--- src/rtl/uart_tx_pkg.sv ---
`default_nettype none
// ============================================================================
// Package  : uart_tx_pkg
// Brief    : Shared state encoding, line levels and frame-length helper for
//            the configurable UART transmitter.
// Revision : 1.0 - initial release
// ============================================================================
package uart_tx_pkg;

    typedef enum logic [2:0] {
        IDLE   = 3'd0,
        START  = 3'd1,
        DATA   = 3'd2,
        PARITY = 3'd3,
        STOP   = 3'd4
    } tx_state_t;

    localparam logic LINE_IDLE = 1'b1;
    localparam logic START_BIT = 1'b0;

    // Clock cycles from acceptance until the line returns to idle.
    function automatic int frame_len(input int data_width, input int clks_per_bit,
                                     input logic par_en, input logic stop2);
        return clks_per_bit * (2 + data_width + (par_en ? 1 : 0) + (stop2 ? 1 : 0));
    endfunction

endpackage
`default_nettype wire

--- src/rtl/uart_bit_timer.sv ---
`default_nettype none
// ============================================================================
// Module   : uart_bit_timer
// Brief    : Prescale counter; bit_end marks the last clock of every bit.
// Revision : 1.0 - initial release
// ============================================================================
module uart_bit_timer #(
    parameter int CLKS_PER_BIT = 1
) (
    input  logic clk,
    input  logic rst,
    input  logic restart,
    output logic bit_end
);

    generate
        if (CLKS_PER_BIT <= 1) begin : g_single
            // Every clock is a whole bit, so no counter is needed.
            logic unused_inputs;
            assign unused_inputs = ^{clk, rst, restart};
            assign bit_end       = 1'b1;
        end else begin : g_count
            localparam int               CNT_W    = $clog2(CLKS_PER_BIT);
            localparam logic [CNT_W-1:0] LAST_CNT = CNT_W'(CLKS_PER_BIT - 1);

            logic [CNT_W-1:0] cnt;

            always_ff @(posedge clk) begin
                if (rst || restart) begin
                    cnt <= '0;
                end else if (cnt == LAST_CNT) begin
                    cnt <= '0;
                end else begin
                    cnt <= cnt + 1'b1;
                end
            end

            assign bit_end = (cnt == LAST_CNT);
        end
    endgenerate

endmodule
`default_nettype wire

--- src/rtl/uart_tx_cfg.sv ---
`default_nettype none
// ============================================================================
// Module   : uart_tx_cfg
// Brief    : Parametrised UART transmitter with optional parity, selectable
//            second stop bit, input capture and a frame-done pulse.
// Revision : 1.0 - initial release
// ============================================================================
module uart_tx_cfg
    import uart_tx_pkg::*;
#(
    parameter int DATA_WIDTH   = 8,
    parameter int CLKS_PER_BIT = 1
) (
    input  logic                  CLK,
    input  logic                  RST,
    input  logic [DATA_WIDTH-1:0] P_DATA,
    input  logic                  Data_valid,
    input  logic                  PAR_EN,
    input  logic                  PAR_TYP,
    input  logic                  STOP2,
    output logic                  TX_OUT,
    output logic                  busy,
    output logic                  tx_done
);

    localparam int               IDX_W    = $clog2(DATA_WIDTH);
    localparam logic [IDX_W-1:0] LAST_IDX = IDX_W'(DATA_WIDTH - 1);

    tx_state_t             state;
    tx_state_t             state_next;
    logic [IDX_W-1:0]      bit_idx;
    logic [IDX_W-1:0]      bit_idx_next;
    logic                  stop_second;
    logic                  stop_second_next;
    logic [DATA_WIDTH-1:0] data_q;
    logic                  par_en_q;
    logic                  par_typ_q;
    logic                  stop2_q;
    logic                  accept;
    logic                  bit_end;
    logic                  timer_restart;
    logic                  parity_bit;
    logic                  line_next;

    assign accept        = Data_valid && !busy;
    assign timer_restart = (state == IDLE);
    assign parity_bit    = (^data_q) ^ par_typ_q;

    uart_bit_timer #(
        .CLKS_PER_BIT(CLKS_PER_BIT)
    ) u_bit_timer (
        .clk    (CLK),
        .rst    (RST),
        .restart(timer_restart),
        .bit_end(bit_end)
    );

    always_comb begin
        state_next       = state;
        bit_idx_next     = bit_idx;
        stop_second_next = stop_second;
        case (state)
            IDLE: begin
                if (accept) begin
                    state_next       = START;
                    bit_idx_next     = '0;
                    stop_second_next = 1'b0;
                end
            end
            START: begin
                if (bit_end) begin
                    state_next = DATA;
                end
            end
            DATA: begin
                if (bit_end) begin
                    if (bit_idx == LAST_IDX) begin
                        state_next   = par_en_q ? PARITY : STOP;
                        bit_idx_next = '0;
                    end else begin
                        bit_idx_next = bit_idx + 1'b1;
                    end
                end
            end
            PARITY: begin
                if (bit_end) begin
                    state_next = STOP;
                end
            end
            STOP: begin
                if (bit_end) begin
                    if (stop2_q && !stop_second) begin
                        stop_second_next = 1'b1;
                    end else begin
                        state_next       = IDLE;
                        stop_second_next = 1'b0;
                    end
                end
            end
            default: begin
                state_next = IDLE;
            end
        endcase

        // The line register is loaded with the level of the upcoming cycle.
        line_next = LINE_IDLE;
        case (state_next)
            START:   line_next = START_BIT;
            DATA:    line_next = data_q[bit_idx_next];
            PARITY:  line_next = parity_bit;
            default: line_next = LINE_IDLE;
        endcase
    end

    always_ff @(posedge CLK) begin
        if (RST) begin
            state       <= IDLE;
            bit_idx     <= '0;
            stop_second <= 1'b0;
            data_q      <= '0;
            par_en_q    <= 1'b0;
            par_typ_q   <= 1'b0;
            stop2_q     <= 1'b0;
            TX_OUT      <= LINE_IDLE;
            busy        <= 1'b0;
            tx_done     <= 1'b0;
        end else begin
            state       <= state_next;
            bit_idx     <= bit_idx_next;
            stop_second <= stop_second_next;
            TX_OUT      <= line_next;
            busy        <= (state_next != IDLE);
            tx_done     <= (state == STOP) && (state_next == IDLE);
            if (accept) begin
                data_q    <= P_DATA;
                par_en_q  <= PAR_EN;
                par_typ_q <= PAR_TYP;
                stop2_q   <= STOP2;
            end
        end
    end

endmodule
`default_nettype wire
--- config.mk ---
export PLATFORM = sky130hd
export DESIGN_NAME = uart_tx_cfg
export DESIGN_NICKNAME = d
export VERILOG_FILES = /design/src/rtl/uart_tx_pkg.sv /design/src/rtl/uart_bit_timer.sv /design/src/rtl/uart_tx_cfg.sv
export SDC_FILE = /design/constraint.sdc
export NUM_CORES = 1
export LEC_CHECK = 0
export CAP_MARGIN = 20
export CORE_MARGIN = 2
export CORE_UTILIZATION = 45
export DETAILED_ROUTE_END_ITERATION = 10
export PLACE_DENSITY = 0.68
export SYNTH_ARGS = -nofsm -noshare
export SYNTH_HDL_FRONTEND = slang
export SYNTH_HIERARCHICAL = 1
export SYNTH_SLANG_ARGS = --single-unit
--- constraint.sdc ---
create_clock -name CLK -period 5.69 [get_ports CLK]
set_input_delay 0.8535 -clock CLK [delete_from_list [all_inputs] [get_ports CLK]]
set_output_delay 0.8535 -clock CLK [all_outputs]
set_load 0.02 [all_outputs]
==> impl_metrics.env <==
export IMPL_status="completed"
export IMPL_r2r_end="TX_OUT"
export IMPL_drc=0
export IMPL_worstSkewPairLatency_ps=310
export IMPL_die_area_um2=2930
export IMPL_cts_max_path_buffers=2
export IMPL_worst_endpoint_arrival_ps=3210
export IMPL_wl_per_cell_um=12.2
export IMPL_dp_hpwl_um=1560
export IMPL_cellPowerDensity_nw_per_um2=244
export IMPL_cp_endpoint="TX_OUT"
export IMPL_end_kind="register"
export IMPL_n_fill_cell=245
export IMPL_worst_slew_pin_slew_ps=879
export IMPL_dpl_worst_slack_ps=2300
export IMPL_num_rows=18
export IMPL_core_area_um2=2430
export IMPL_fp_dieH_um=54.1
export IMPL_grt_pass1_vias=867
export IMPL_cts_buffers=3
export IMPL_clkTransAtPathRegs_ps=110
export IMPL_fin_nets=163
export IMPL_grt_first_pass_wirelength_um=3690
export IMPL_initial_core_util_pct=46.5
export IMPL_n_antenna_cell=0
export IMPL_drv_cap=0
export IMPL_wl_um=2140
export IMPL_root_buffer="clkbuf_4"
export IMPL_clock_sinks=21
export IMPL_syn_inst=134
export IMPL_crit_type="in -> reg"
export IMPL_required_ps=5890
export IMPL_area_growth_pct=15.1
export IMPL_hold_viol=0
export IMPL_h_tree_depth=1
export IMPL_worstSetupStartpointType="input port"
export IMPL_startpoint="Data_valid"
export IMPL_boundaryPins=17
export IMPL_synth_avg_cell_area_um2=8.43
export IMPL_yosys_warnings=6
export IMPL_min_period_ps=3010
export IMPL_dr_pass1_iters=4
export IMPL_antenna_found_initial=0
export IMPL_syn_num_nets=151
export IMPL_cellLeakagePower_nw=0.483
export IMPL_fmax_mhz=332
export IMPL_finalNonFillerCells=175
export IMPL_rr_startpoint="busy"
export IMPL_cts_hold_buffers=0
export IMPL_skew_ps=5.58
export IMPL_slew_headroom_pct=41.3
export IMPL_ff2ff_path_depth=6
export IMPL_grt_usage_pct=18.1
export IMPL_gp_congestion=0.794
export IMPL_hold_path_class="reg -> reg"
export IMPL_grt_max_degree=22
export IMPL_post_cts_setup_buffers=0
export IMPL_cts_tree="built"
export IMPL_synth_cell_area_um2=1130
export IMPL_die_w_um=54.1
export IMPL_cts_resized=0
export IMPL_ir_drop_uv=128
export IMPL_drive_gt1_share_pct=8.28
export IMPL_power_mw=0.317
export IMPL_fin_crit_sh_pct=52.9
export IMPL_drv_slew=0
export IMPL_setup_viol=0
export IMPL_grt_overflow=0
export IMPL_first_iter_violations=14
export IMPL_finalWorstSetupSlack_ps=2680
export IMPL_r2r_slack_ps=3390
export IMPL_vias=925
export IMPL_setup_tns_ps=0
export IMPL_whs_ps=480
export IMPL_cp_max_fo=13
export IMPL_post_place_cells=171
export IMPL_ant_nets=0
export IMPL_vias_per_cell=5.29
export IMPL_grt_setup_unrepaired="no"
export IMPL_portBuffers=16
## layout make-up
| class | instances | area, µm² | area share (%) |
|---|---|---|---|
| Sequential cell | 21 | 420 | 32.3 |
| Multi-Input combinational cell | 102 | 648 | 49.9 |
| Timing Repair Buffer | 16 | 160 | 12.3 |
| Clock buffer | 4 | 26.3 | 2.02 |
| Inverter | 2 | 7.51 | 0.577 |
| Tap cell | 30 | 37.5 | 2.89 |
## state kept, by name, summed over array words and instances (netlist names)
name,count
bit_idx,3
par_typ_q,1
stop_second,1
par_en_q,1
tx_done,1
state,3
stop2_q,1
TX_OUT,1
data_q,8
busy,1
## metal layers
metal / up-vias / global-route usage (%) / routed length (µm)
li1: 477 / - / -
met1: 429 / 22.4 / 1000
met2: 14 / 29.5 / 1020
met3: 5 / 3.33 / 57
met4: 0 / 10.0 / 57
met5: - / 0 / 0
## through the flow
step | cell area (µm²) | util (%)
after floorplan | 1130 | -
after global placement | 1270 | 52.4
after detailed placement | 1270 | 52.4
after CTS | 1300 | 53.4
after global routing | 1300 | 53.4
final | 1300 | 53.4
## worst max-delay path, cell delays in order
cell	delay, ps
clkdlybuf4s50_1	490
nor2b_1	710
o21ai_1	180
a22oi_2	320
mux2_2	370
o22ai_1	200
o211ai_2	80
## power by group
part	switching [mW]	internal, mW	leakage, nW
sequential	0.0105	0.157	0.172
clock	0.0446	0.0274	0.0150
combinational	0.0390	0.0379	0.296
## how the worst min path moves through the flow
stage | start | end | slack (ps) | cells after the start
3_3_place_gp | par_typ_q | par_typ_q | 460 | 2
4_1_cts | stop2_q | stop2_q | 480 | 2
2_1_floorplan | par_typ_q | par_typ_q | 450 | 2
3_5_place_dp | stop2_q | stop2_q | 470 | 2
5_1_grt | par_typ_q | par_typ_q | 510 | 2
6_report | par_typ_q | par_typ_q | 480 | 2
## layout by cell type, fill, tap and decap left out, drive strengths merged, types with 2 or more instances in the layout
master,n
clkdlybuf4s50,16
a22oi,2
nand2,25
clkbuf,4
nand3b,2
nand2b,4
xnor2,7
dfxtp,21
or2,2
ha,3
nor2b,3
a21oi,14
mux2,4
inv,2
nor2,10
o21ai,7
(Power assumes the default switching activity.)
